File: src/rtl/spi_shift_engine_pkg.sv
// Shared definitions for the SPI mode-0 shift engine: FSM encoding,
// default clock divider and the counter widths the engine is built around.
package spi_shift_engine_pkg;

  typedef enum logic [1:0] {
    SPI_IDLE  = 2'd0,
    SPI_SETUP = 2'd1,
    SPI_XFER  = 2'd2,
    SPI_HOLD  = 2'd3
  } spi_state_e;

  localparam int SPI_CLK_DIV_DEFAULT = 4;
  localparam int SPI_DATA_W_DEFAULT  = 8;
  localparam int SPI_DIV_CNT_W       = 8;

  // Shift a word left by one place and insert a new LSB.
  function automatic logic [SPI_DATA_W_DEFAULT-1:0] shift_in(
    input logic [SPI_DATA_W_DEFAULT-1:0] word,
    input logic                          lsb
  );
    return {word[SPI_DATA_W_DEFAULT-2:0], lsb};
  endfunction

endpackage

File: src/rtl/spi_shift_engine_clk_div.sv
// Half-period tick generator for the SPI engine. Counts clk cycles while
// the engine is busy and emits a one-cycle tick every CLK_DIV cycles; the
// count is cleared when a new transfer is accepted so every frame starts
// with a full half-period.
module spi_shift_engine_clk_div
  import spi_shift_engine_pkg::*;
#(
  parameter int CLK_DIV = SPI_CLK_DIV_DEFAULT
) (
  input  logic clk,
  input  logic rst,
  input  logic en,
  input  logic clear,
  output logic tick
);

  localparam logic [SPI_DIV_CNT_W-1:0] DIV_LAST = SPI_DIV_CNT_W'(CLK_DIV - 1);

  logic [SPI_DIV_CNT_W-1:0] div_cnt_q;
  logic [SPI_DIV_CNT_W-1:0] div_cnt_d;

  // Next count and tick: wrap to zero at the terminal count, clear on start.
  always_comb begin
    div_cnt_d = div_cnt_q;
    tick      = 1'b0;
    if (clear) begin
      div_cnt_d = '0;
    end else if (en) begin
      if (div_cnt_q == DIV_LAST) begin
        div_cnt_d = '0;
        tick      = 1'b1;
      end else begin
        div_cnt_d = div_cnt_q + SPI_DIV_CNT_W'(1);
      end
    end
  end

  // Divider count register.
  always_ff @(posedge clk or posedge rst) begin
    if (rst) begin
      div_cnt_q <= '0;
    end else begin
      div_cnt_q <= div_cnt_d;
    end
  end

endmodule

File: src/rtl/spi_shift_engine.sv
// Byte-wide SPI master shift engine, mode 0 (CPOL=0, CPHA=0), MSB first.
// One accepted start produces one full-duplex transfer framed by ss.
// sck, ss and mosi are all taken straight from flops so the pins never glitch.
module spi_shift_engine
  import spi_shift_engine_pkg::*;
#(
  parameter int CLK_DIV = SPI_CLK_DIV_DEFAULT,
  parameter int DATA_W  = SPI_DATA_W_DEFAULT
) (
  input  logic              clk,
  input  logic              rst,
  input  logic [DATA_W-1:0] data_in,
  input  logic              start,
  output logic [DATA_W-1:0] data_out,
  output logic              busy,
  output logic              new_data,
  input  logic              miso,
  output logic              mosi,
  output logic              sck,
  output logic              ss
);

  localparam int BIT_CNT_W = (DATA_W > 1) ? $clog2(DATA_W) : 1;
  localparam logic [BIT_CNT_W-1:0] BIT_LAST = BIT_CNT_W'(DATA_W - 1);

  spi_state_e state_q, state_d;

  logic [DATA_W-1:0]    tx_sr_q, tx_sr_d;
  logic [DATA_W-1:0]    rx_sr_q, rx_sr_d;
  logic [DATA_W-1:0]    data_out_q, data_out_d;
  logic [BIT_CNT_W-1:0] bit_cnt_q, bit_cnt_d;
  logic                 tail_q, tail_d;
  logic                 busy_q, busy_d;
  logic                 new_data_q, new_data_d;
  logic                 mosi_q, mosi_d;
  logic                 sck_q, sck_d;
  logic                 ss_q, ss_d;

  logic accept;
  logic tick;

  spi_shift_engine_clk_div #(
    .CLK_DIV (CLK_DIV)
  ) u_clk_div (
    .clk   (clk),
    .rst   (rst),
    .en    (busy_q),
    .clear (accept),
    .tick  (tick)
  );

  // Next-state and pin logic. After the eighth falling edge sck stays low for
  // one more half-period (tail) so every sck cycle is a full 2*CLK_DIV long,
  // then HOLD keeps ss asserted for one further half-period before release.
  always_comb begin
    state_d    = state_q;
    tx_sr_d    = tx_sr_q;
    rx_sr_d    = rx_sr_q;
    data_out_d = data_out_q;
    bit_cnt_d  = bit_cnt_q;
    tail_d     = tail_q;
    busy_d     = busy_q;
    new_data_d = 1'b0;
    mosi_d     = mosi_q;
    sck_d      = sck_q;
    ss_d       = ss_q;
    accept     = 1'b0;

    case (state_q)
      SPI_IDLE: begin
        if (start) begin
          accept    = 1'b1;
          tx_sr_d   = data_in;
          mosi_d    = data_in[DATA_W-1];
          ss_d      = 1'b0;
          busy_d    = 1'b1;
          bit_cnt_d = '0;
          tail_d    = 1'b0;
          state_d   = SPI_SETUP;
        end
      end

      SPI_SETUP: begin
        if (tick) begin
          sck_d   = 1'b1;
          rx_sr_d = {rx_sr_q[DATA_W-2:0], miso};
          state_d = SPI_XFER;
        end
      end

      SPI_XFER: begin
        if (tick) begin
          if (tail_q) begin
            tail_d  = 1'b0;
            state_d = SPI_HOLD;
          end else if (sck_q) begin
            sck_d     = 1'b0;
            bit_cnt_d = bit_cnt_q + BIT_CNT_W'(1);
            if (bit_cnt_q == BIT_LAST) begin
              tail_d = 1'b1;
            end else begin
              tx_sr_d = {tx_sr_q[DATA_W-2:0], 1'b0};
              mosi_d  = tx_sr_q[DATA_W-2];
            end
          end else begin
            sck_d   = 1'b1;
            rx_sr_d = {rx_sr_q[DATA_W-2:0], miso};
          end
        end
      end

      SPI_HOLD: begin
        if (tick) begin
          ss_d       = 1'b1;
          busy_d     = 1'b0;
          data_out_d = rx_sr_q;
          new_data_d = 1'b1;
          mosi_d     = 1'b0;
          state_d    = SPI_IDLE;
        end
      end

      default: begin
        state_d = SPI_IDLE;
      end
    endcase
  end

  // State, shift registers, counters and pin registers.
  always_ff @(posedge clk or posedge rst) begin
    if (rst) begin
      state_q    <= SPI_IDLE;
      tx_sr_q    <= '0;
      rx_sr_q    <= '0;
      data_out_q <= '0;
      bit_cnt_q  <= '0;
      tail_q     <= 1'b0;
      busy_q     <= 1'b0;
      new_data_q <= 1'b0;
      mosi_q     <= 1'b0;
      sck_q      <= 1'b0;
      ss_q       <= 1'b1;
    end else begin
      state_q    <= state_d;
      tx_sr_q    <= tx_sr_d;
      rx_sr_q    <= rx_sr_d;
      data_out_q <= data_out_d;
      bit_cnt_q  <= bit_cnt_d;
      tail_q     <= tail_d;
      busy_q     <= busy_d;
      new_data_q <= new_data_d;
      mosi_q     <= mosi_d;
      sck_q      <= sck_d;
      ss_q       <= ss_d;
    end
  end

  assign data_out = data_out_q;
  assign busy     = busy_q;
  assign new_data = new_data_q;
  assign mosi     = mosi_q;
  assign sck      = sck_q;
  assign ss       = ss_q;

endmodule

File: config.mk
export PLATFORM = sky130hd
export DESIGN_NAME = spi_shift_engine
export DESIGN_NICKNAME = d
export VERILOG_FILES = /design/src/rtl/spi_shift_engine_pkg.sv /design/src/rtl/spi_shift_engine_clk_div.sv /design/src/rtl/spi_shift_engine.sv
export SDC_FILE = /design/constraint.sdc
export NUM_CORES = 1
export LEC_CHECK = 0
export ABC_AREA = 1
export BUFFER_PORTS_ARGS = -buffer_cell sky130_fd_sc_hd__buf_2
export CAP_MARGIN = 40
export CORE_MARGIN = 2
export CORE_UTILIZATION = 50
export CTS_BUF_LIST = sky130_fd_sc_hd__clkbuf_8
export DETAILED_ROUTE_END_ITERATION = 7
export GPL_TIMING_DRIVEN = 0
export HOLD_SLACK_MARGIN = 0.15
export PLACE_DENSITY = 0.75
export SLEW_MARGIN = 25
export SYNTH_ARGS = -nofsm -noshare
export SYNTH_HDL_FRONTEND = slang
export SYNTH_SLANG_ARGS = --single-unit
File: constraint.sdc
create_clock -name clk -period 3.6 [get_ports clk]
set_clock_uncertainty 0.1 [all_clocks]
set_input_delay 0.54 -clock clk [delete_from_list [all_inputs] [get_ports clk]]
set_output_delay 0.54 -clock clk [all_outputs]
set_load 0.01 [all_outputs]
==> impl_metrics.csv, run 1 <==
group,metric,value,unit
final_layout,drive_gt1_share,23.83,%
sta,slew_headroom,68.59,%
placed_design,dp_hpwl,2.724,mm
clock_network,clk_latency,0.30,ns
final_layout,nets,297,
synthesis,synth_area,2173,µm²
final_layout,fillCellCount,367,
pwr,leakage,1.285,nW
routing,dr.first_iter.drc_count,105,
global_route,grt_overflow,0,
global_route,use_met2,26.67,%
final_layout,synthToLayoutAreaGrowth,14.05,%
global_route,grt_pass1_vias,1577,
setup_path,crit_family,"simple AND/OR/NAND/NOR gates",
floorplan,num_rows,23,
setup_path,arrival,2.08,ns
synthesis,ys_types,27,
sta,min_period_over_period,54.96,%
sta,drv_slew,0,
outcome,status,"completed",
global_route,antenna_found_initial,0,
synthesis,synth.net_count,264,
setup_path,cp.required,3.71,ns
global_route,use_met1,24.02,%
placed_design,portBuffers,24,
floorplan,core_area,4086,µm²
synthesis,ys_warn_count,0,
synthesis,synthFlopType,"dfrtp_1",
sta,hold_viol,0,
floorplan,ios,25,
global_route,met3_usage,4.329,%
floorplan,die_width,69.93,µm
pwr,ir_drop,410.6,µV
clock_network,cts_sinks,42,
sta,fmax,505.4,MHz
floorplan,dieArea,4890,µm²
clock_network,htree_levels,2,
routing,drt_wl_total,3.736,mm
synthesis,synthesis.instances,243,
routing,viasPerCell,5.009,
routing,drc,0,
clock_network,cts-root-buf,"clkbuf_8",
sta,setup_violations,0,
routing,vias,1638,
global_route,grt_pass1_wl,6.837,mm
sta,worst_slew_pin_slew,0.4662,ns
setup_path,slowest_stage,"dfrtp_1",
global_route,grt.total_usage,17.32,%
setup_path,crit_type,"flop to flop",
setup_path,cp_num_buf_inv,4,
final_layout,fin_util,60.66,%
sta,min_period,1.978,ns
synthesis,synth-seq-cells,42,
routing,wl_per_cell,11.43,µm
setup_path,max_stage_delay,0.42,ns
clock_network,post_cts_buffers,0,
pwr,power.total,1.657,mW
sta,setup_tns,0,ns
routing,dr.pass1.iters,4,
run,maxCapViolations,0,
setup_path,cp-start-kind,"flop",
pwr,powerDensity,668.4,nW/µm²
setup_path,crit_top_cell,"nand3_4",
floorplan,die_height,69.93,µm
global_route,grt_max_degree,30,
clock_network,cts_buffers,5,
final_layout,n_antenna_cell,0,
clock_network,clockBufferDepth,2,
placed_design,place_congestion,0.8073,
clock_network,cts_tree,"done",
sta,rsz0062_at_grt,"false",
clock_network,clk_pin_slew_worst_paths,0.09,ns
synthesis,syn_avg_cell_area,8.944,µm²
floorplan,initial_core_util,53.18,%
hold_path,hp-class,"input pin to flop",
routing,detail-route-antenna-nets,0,
setup_path,cp_max_fo,10,
setup_path,path_cells,"inv_1 > ha_1 > nand2_4 > nand2_2 > inv_2 > nand3_4 > inv_4 > nand3_4 > buf_6 > nand2_1 > o21ai_2",
synthesis,async_flop_share,100.0,%
global_route,busiest_layer,"met2",
synthesis,synth_edf_count,0,
synthesis,ys_seq_area_share,48.42,%
setup_path,cp-end-kind,"flop",
[layout make-up]
| class | instances | area [µm²] | area share [%] |
|---|---|---|---|
| well taps | 50 | 62.56 | 2.524 |
| multi-input cells | 163 | 952.2 | 38.41 |
| clock buffers | 5 | 68.82 | 2.776 |
| flip-flops and latches | 42 | 1052 | 42.45 |
| clock inverters | 3 | 23.77 | 0.9591 |
| repair buffers | 26 | 150.1 | 6.058 |
| plain buffers | 4 | 38.79 | 1.565 |
| inverters | 34 | 130.1 | 5.250 |
[flip-flops by register name, indices dropped and copies added, names as in the netlist]
signal / cells
bit_cnt_q: 3
busy: 1
data_out: 8
mosi: 1
new_data: 1
rx_sr_q: 8
sck: 1
ss: 1
state_q: 2
tail_q: 1
tx_sr_q: 7
u_clk_div.div_cnt_q: 8
[kinds of logic after synthesis]
logic type | synth area share, %
AO/OA/AOI/OAI | 11.86
flip-flops | 48.42
AND/OR/NAND/NOR | 23.60
buffers and inverters | 7.772
XOR/XNOR | 0.4031
multiplexers | 2.763
adder cells (fa/ha/maj) | 5.181
[worst reg2reg max path: cells and delay by family, from the launching register on]
kind	cells	cell delay [ns]
AOI/OAI and AO/OA	1	0.05
adders and majority gates	1	0.29
buffers and inverters	4	0.49
DFF	1	0.42
and+or+nand+nor	5	0.53
[layer usage]
metal	share of wire, %	vias up
met3	3.4	6
met2	44	31
met1	50	743
li1	-	858
met4	1.7	0
met5	0	-
[metrics by stage]
step	area (µm²)	setup slack (ns)	hold slack (ns)	cells
floorplan	2173	1.806	0.3416	243
global placement	2356	1.424	0.3500	317
detailed placement	2376	1.631	0.3623	318
CTS	2479	1.604	0.3745	327
global route	2479	1.454	0.3758	327
finish	2479	1.622	0.3718	327
[report_power, final]
part           internal [mW]  switching, mW  leakage (nW)
logic                  0.258          0.428         0.684
registers              0.577         0.0738         0.560
clock network          0.139          0.181        0.0408
total                  0.974          0.683          1.29
[synthesized netlist by cell type, types with 5 or more instances]
cell type	n	area, µm²
a21oi_1	5	25.02
dfrtp_1	41	1026
ha_1	9	112.6
inv_1	31	116.4
mux2i_1	6	60.06
nand2_1	66	247.7
nand3_1	10	50.05
nand4_1	8	50.05
nor2_1	11	41.29
o21ai_0	14	70.07
o21ai_2	14	122.6
[worst paths after layout]
| check | startpoint | to | slack [ns] | cells after the start |
|---|---|---|---|---|
| worst max-delay path | state_q[0] | rx_sr_q[0] | 1.62 | 11 |
| worst max register to register | state_q[0] | rx_sr_q[0] | 1.62 | 11 |
| worst min-delay path | miso | rx_sr_q[0] | 0.37 | 3 |
| min in group asynchronous | rst | data_out[0] | 0.62 | 3 |
| worst min register to register | rx_sr_q[7] | data_out[7] | 0.38 | 2 |
| max in group asynchronous | rst | tx_sr_q[6] | 2.32 | 4 |
[layout by cell type, fill, tap and decap left out, types with 2 or more instances in the layout]
| master | instances |
|---|---|
| nor3_1 | 3 |
| dfrtp_1 | 41 |
| ha_1 | 9 |
| clkbuf_8 | 5 |
| nand3_4 | 2 |
| nand2_4 | 3 |
| a21oi_1 | 5 |
| nand4_1 | 8 |
| o21ai_1 | 2 |
| o21ai_0 | 14 |
| nor2_1 | 11 |
| inv_1 | 30 |
| inv_2 | 3 |
| buf_2 | 25 |
| mux2i_1 | 6 |
| clkinvlp_4 | 2 |
| nand3_1 | 10 |
| nor3b_1 | 2 |
| nand2_2 | 3 |
| buf_6 | 3 |
| nand2_1 | 66 |
| o21ai_2 | 14 |
[timing repair]
action / 4_1_cts / 5_1_grt
hold buffers: 1 / 0
endpoints found under the hold margin: 12 / 0
resized for setup: 0 / 0
No activity file was read; power rests on OpenSTA's default activity.
==> run 2: changes to the inputs <==
- ABC_AREA: 1 -> 0
- clock period: 3.6 -> 1.9 ns (I/O delays scaled with it)
==> run 2 against run 1 <==
Compared with the run above:
- the run now ends with setup timing left
- synthesized cell count decreased by 21%
- utilization increased by 3.9 points
- clock power increased by 82%
- count of clock-buffer cells in the layout unchanged
- final cell count decreased by 12%
- routed wire length increased by 11%
- area after synthesis decreased by 2.3%
- setup slack got worse by 1.7 ns
- worst hold slack got worse by 0.14 ns
- largest power group unchanged
==> impl_metrics.csv, run 2 <==
group,metric,value,unit
hold_path,hp-class,"input pin to flop",
synthesis,yosys-top-cells-count,"dfrtp_1, mux2_2, nand2_1",
sta,slew_headroom,68.40,%
clock_network,clk_latency,0.30,ns
placed_design,place_congestion,0.7905,
floorplan,core_area,4058,µm²
synthesis,synth-seq-cells,42,
floorplan,dieArea,4784,µm²
synthesis,synth_top_area_share,48.32,%
clock_network,cts_tree,"done",
synthesis,synth_area,2123,µm²
floorplan,num_rows,23,
final_layout,synthToLayoutAreaGrowth,23.45,%
clock_network,htree_levels,2,
clock_network,clockBufferDepth,2,
synthesis,async_flop_share,100.0,%
synthesis,synth_largest_area_cell,"dfrtp_1",
final_layout,n_antenna_cell,0,
pwr,ir_drop,610.2,µV
setup_path,max_stage_delay,0.48,ns
routing,vias,1585,
setup_path,cp-start-kind,"flop",
floorplan,ios,25,
outcome,violations,"setup timing",
global_route,grt_max_degree,24,
global_route,grt.total_usage,18.85,%
pwr,leakage,1.274,nW
setup_path,path_cells,"ha_4 > or4b_4 > nor3_4 > buf_12 > nand2_4 > mux2_4",
routing,viasPerCell,5.484,
global_route,grt_overflow,0,
sta,rsz0062_at_grt,"true",
final_layout,fillCellCount,321,
global_route,grt_pass1_wl,7.314,mm
global_route,grt_pass1_vias,1592,
synthesis,netlist_top_cells_area,"dfrtp_1, mux2_2, ha_1, nand2_1, mux2i_1",
setup_path,cp_max_fo,5,
synthesis,ys_warn_count,0,
placed_design,portBuffers,24,
sta,setup_ws,-0.1265,ns
run,maxCapViolations,0,
setup_path,slowest_stage,"or4b_4",
setup_path,crit_type,"flop to flop",
routing,wl_per_cell,14.34,µm
routing,drt_wl_total,4.145,mm
synthesis,synth_edf_count,0,
placed_design,dp_hpwl,2.818,mm
synthesis,ys_types,41,
sta,min_period_over_period,106.7,%
sta,fmax,493.5,MHz
final_layout,drive_gt1_share,37.66,%
sta,worst_hold_slack,0.2293,ns
placed_design,place_area,2356,µm²
clock_network,clk_pin_slew_worst_paths,0.08,ns
synthesis,synth.net_count,212,
setup_path,reg2reg_slack,-0.13,ns
sta,min_period,2.027,ns
sta,worst_slew_pin_slew,0.4733,ns
pwr,powerDensity,1453,nW/µm²
sta,setup_violations,25,
synthesis,syn_avg_cell_area,11.12,µm²
clock_network,cts_buffers,5,
placed_design,pre_cts_ws,-0.2191,ns
final_layout,layout_commonest_cell,"dfrtp_1",
floorplan,initial_core_util,52.33,%
synthesis,synthesis.instances,191,
final_layout,layout_common_cells,"dfrtp_1, buf_2, nand2_1, mux2_2",
setup_path,arrival,2.12,ns
final_layout,nets,259,
final_layout,design_area,2621,µm²
floorplan,die_width,69.17,µm
routing,dr.first_iter.drc_count,73,
routing,drc,0,
setup_path,cp.required,1.99,ns
synthesis,synthFlopType,"dfrtp_1",
floorplan,die_height,69.17,µm
sta,hold_viol,0,
setup_path,cp-end-kind,"flop",
clock_network,cts-root-buf,"clkbuf_8",
outcome,status,"finished with violations",
global_route,antenna_found_initial,0,
synthesis,yosysMostFrequentCell,"dfrtp_1",
synthesis,ys_seq_area_share,49.56,%
pwr,power.total,3.809,mW
routing,dr.pass1.iters,4,
final_layout,fin_util,64.60,%
clock_network,cts_sinks,42,
routing,detail-route-antenna-nets,0,
sta,drv_slew,0,
run 2: cell count changes in the layout (fill, tap and decap cells not counted), sizes merged, moves of 6 or more:
cell	previous run	this run
mux2	0	18
nand3	12	3
a21oi	5	11
o21ai	31	6
buf	29	37
inv	35	9
nand2	72	20
run 2: critical path: cells and delay by family (launching register included):
kind / cells / cell delay, ns
muxes: 1 / 0.31
buffers and inverters: 1 / 0.16
and+or+nand+nor: 3 / 0.80
DFF: 1 / 0.40
adders and majority gates: 1 / 0.15
run 2: through the flow:
stage / std cells / TNS, ns
after floorplan: 191 / -0.6666
after global placement: 265 / -4.019
after detailed placement: 266 / -4.079
after CTS: 288 / -1.658
after global routing: 289 / -4.159
final: 289 / -1.850
run 2: final timing paths:
path                                        start                     end  cells after the start
max in group asynchronous                     rst  u_clk_div.div_cnt_q[3]                      4
min in group asynchronous                     rst             data_out[5]                      3
setup reg to reg           u_clk_div.div_cnt_q[1]             data_out[7]                      6
hold / removal                         data_in[2]              tx_sr_q[2]                      3
setup / recovery           u_clk_div.div_cnt_q[1]             data_out[7]                      6
hold reg to reg                       data_out[6]             data_out[6]                      1
run 2: final cells by class:
| class | count | area, µm² | area share [%] |
|---|---|---|---|
| Buffer | 6 | 32.53 | 1.241 |
| Timing Repair Buffer | 39 | 276.5 | 10.55 |
| Tap cell | 50 | 62.56 | 2.387 |
| Inverter | 9 | 33.78 | 1.289 |
| Sequential cell | 42 | 1055 | 40.24 |
| Clock inverter | 3 | 21.27 | 0.8115 |
| Multi-Input combinational cell | 135 | 1071 | 40.86 |
| Clock buffer | 5 | 68.82 | 2.625 |
run 2: kinds of logic (layout without fill, tap and decap cells):
| logic type | Yosys count | count (layout) | share of synthesized area [%] |
|---|---|---|---|
| XOR/XNOR | 6 | 6 | 2.475 |
| adder cells (fa/ha/maj) | 9 | 9 | 5.304 |
| multiplexers | 24 | 24 | 12.37 |
| buffers and inverters | 15 | 62 | 2.710 |
| AO/OA/AOI/OAI | 29 | 29 | 8.839 |
| flip-flops | 42 | 42 | 49.56 |
| AND/OR/NAND/NOR | 66 | 67 | 18.74 |
run 2: routing by layer:
metal | routed length [µm] | share of wire (%) | up-vias | track usage, %
li1 | - | - | 777 | -
met1 | 2037 | 49 | 779 | 24.74
met2 | 1925 | 46 | 23 | 29.38
met3 | 118 | 2.8 | 6 | 5.117
met4 | 63 | 1.5 | 0 | 8.061
met5 | 0 | 0 | - | 0
run 2: power breakdown:
group          switching (mW)  internal (mW)  leakage, nW
Sequential              0.232           1.19        0.533
Clock                   0.324          0.258       0.0441
Combinational           0.918          0.888        0.697
run 2: repair_timing:
item	4_1_cts	5_1_grt
gates resized for setup	12	5
hold buffers	3	0
pin swaps	7	2
endpoints found under the setup margin	30	38
hold endpoints to repair	20	0
gates cloned	1	0
setup buffers	10	1
==> run 3: changes to the inputs <==
- RECOVER_POWER: default -> 50
==> run 3 against run 2 <==
Compared with the run above:
- the run still ends with setup timing left
- routed wire length barely moved
- critical path depth did not move
- global-route usage did not move
- sequential cell count did not move
- combinational power barely moved
- worst hold slack barely moved
- largest cell class unchanged
- sequential power barely moved
- setup slack improved by 0.00051 ns
- register-to-register slack barely moved
- maximum frequency barely moved
- first-iteration DRC count did not move
==> impl_metrics.csv, run 3 (same netlist as run 2, synthesis figures left out) <==
group,metric,value,unit
setup_path,cp_max_fo,5,
floorplan,die_height,69.17,µm
setup_path,crit_family,"simple AND/OR/NAND/NOR gates",
floorplan,initial_core_util,52.33,%
final_layout,multi_input_area,1071,µm²
global_route,grt.total_usage,18.85,%
hold_path,whs_endpoint,"tx_sr_q[2]",
sta,hold_viol,0,
pwr,ir_drop,609.3,µV
setup_path,max_stage_delay,0.48,ns
sta,min_period,2.026,ns
routing,dr.pass1.iters,4,
sta,setup_violations,25,
placed_design,place_inst,266,
setup_path,path_cells,"ha_4 > or4b_4 > nor3_4 > buf_12 > nand2_4 > mux2_4",
outcome,violations,"setup timing",
global_route,grt_overflow,0,
routing,drc,0,
final_layout,finalNonFillerCells,289,
clock_network,cts_sinks,42,
hold_path,hold_start,"data_in[2]",
placed_design,portBuffers,24,
hold_path,hp-class,"input pin to flop",
hold_path,hold_depth,3,
setup_path,arrival,2.12,ns
sta,min_period_over_period,106.6,%
clock_network,cts_buffers,5,
floorplan,core_area,4058,µm²
routing,detail-route-antenna-nets,0,
sta,setup_tns,-1.844,ns
floorplan,dieArea,4784,µm²
final_layout,fin_util,64.08,%
routing,wl_per_cell,14.35,µm
clock_network,htree_levels,2,
setup_path,worstReg2RegStart,"u_clk_div.div_cnt_q[1]",
setup_path,r2r-end,"data_out[7]",
final_layout,n_antenna_cell,0,
sta,fmax,493.6,MHz
final_layout,drive_gt1_share,36.82,%
routing,dr.first_iter.drc_count,73,
floorplan,ios,25,
final_layout,layout_commonest_cell,"dfrtp_1",
setup_path,crit_type,"flop to flop",
sta,rsz0062_at_grt,"true",
pwr,leakage,1.263,nW
global_route,grt_max_degree,24,
setup_path,cp-start-kind,"flop",
floorplan,num_rows,23,
sta,drv_slew,0,
run,maxCapViolations,0,
global_route,grt_pass1_wl,7.314,mm
setup_path,cp-end-kind,"flop",
setup_path,reg2reg_slack,-0.13,ns
global_route,grt_pass1_vias,1592,
setup_path,slowest_stage,"or4b_4",
clock_network,clk_latency,0.30,ns
setup_path,cp_num_buf_inv,1,
routing,drt_wl_total,4.148,mm
final_layout,seqCellArea,1055,µm²
setup_path,rr_worst_depth,6,
routing,viasPerCell,5.481,
global_route,antenna_found_initial,0,
clock_network,clockBufferDepth,2,
sta,setup_ws,-0.1260,ns
placed_design,dp_hpwl,2.818,mm
pwr,power.total,3.802,mW
final_layout,fillCellCount,323,
sta,worst_slew_pin_slew,0.7543,ns
routing,vias,1584,
clock_network,cts_tree,"done",
placed_design,place_congestion,0.7905,
pwr,powerDensity,1462,nW/µm²
clock_network,cts-root-buf,"clkbuf_8",
final_layout,synthToLayoutAreaGrowth,22.45,%
floorplan,die_width,69.17,µm
sta,slew_headroom,49.66,%
setup_path,cp.required,1.99,ns
clock_network,clk_pin_slew_worst_paths,0.08,ns
sta,worst_hold_slack,0.2288,ns
final_layout,layout_common_cells,"dfrtp_1, buf_2, nand2_1, mux2_2",
final_layout,nets,259,
outcome,status,"finished with violations",
-- run 3: cell count changes in the layout (fill, tap and decap cells not counted) --
cell,before,now
buf_16,1,0
buf_2,24,23
clkbuf_1,2,3
clkbuf_4,1,2
inv_1,7,8
inv_2,2,1
-- run 3: routing by layer --
metal	global-route usage (%)	up-vias	wire, µm
met5	0	-	0
met4	8.061	0	63
met3	5.117	6	118
met2	29.38	21	1908
met1	24.74	781	2058
li1	-	776	-
-- run 3: power by group --
| part | internal, mW | switching (mW) |
|---|---|---|
| clock network | 0.258 | 0.324 |
| logic | 0.883 | 0.916 |
| registers | 1.19 | 0.233 |
| total | 2.33 | 1.47 |
-- run 3: area by class of cell --
cell class	instances	area share, %
inverter	9	1.299
buffer	6	1.251
multi-input combinational	135	41.19
sequential	42	40.57
clock inverter	3	0.8181
tap	50	2.406
timing repair buffer	39	9.817
clock buffer	5	2.647
-- run 3: worst max-delay path by stage --
stage               slack, ns                     end  cells after the start                   start
finish                  -0.13             data_out[7]                      6  u_clk_div.div_cnt_q[1]
global route            -0.17              state_q[1]                      6  u_clk_div.div_cnt_q[1]
CTS                     -0.11             data_out[7]                      6  u_clk_div.div_cnt_q[1]
detailed placement      -0.22  u_clk_div.div_cnt_q[2]                      7              state_q[0]
global placement        -0.21                    mosi                      5  u_clk_div.div_cnt_q[0]
floorplan               -0.07             data_out[7]                      4  u_clk_div.div_cnt_q[4]
-- run 3: repair_timing --
action	in CTS	in global routing
pin swaps	7	2
hold buffers	3	0
cloned	1	0
gates resized for setup	12	5
setup endpoints to repair	30	38
hold endpoints to repair	20	0
buffers inserted	10	1
-- run 3: stage by stage --
| stage | setup WS, ns | instance area, µm² |
|---|---|---|
| finish | -0.1260 | 2600 |
| global route | -0.1723 | 2600 |
| CTS | -0.1053 | 2603 |
| detailed placement | -0.2191 | 2356 |
| global placement | -0.2091 | 2328 |
| floorplan | -0.06842 | 2146 |
-- run 3: worst reg2reg max path, stage by stage (launching register included) --
cell and delay [ns]:
dfrtp_1 0.40, ha_4 0.15, or4b_4 0.48, nor3_4 0.24
buf_12 0.15, nand2_4 0.09, mux2_4 0.31
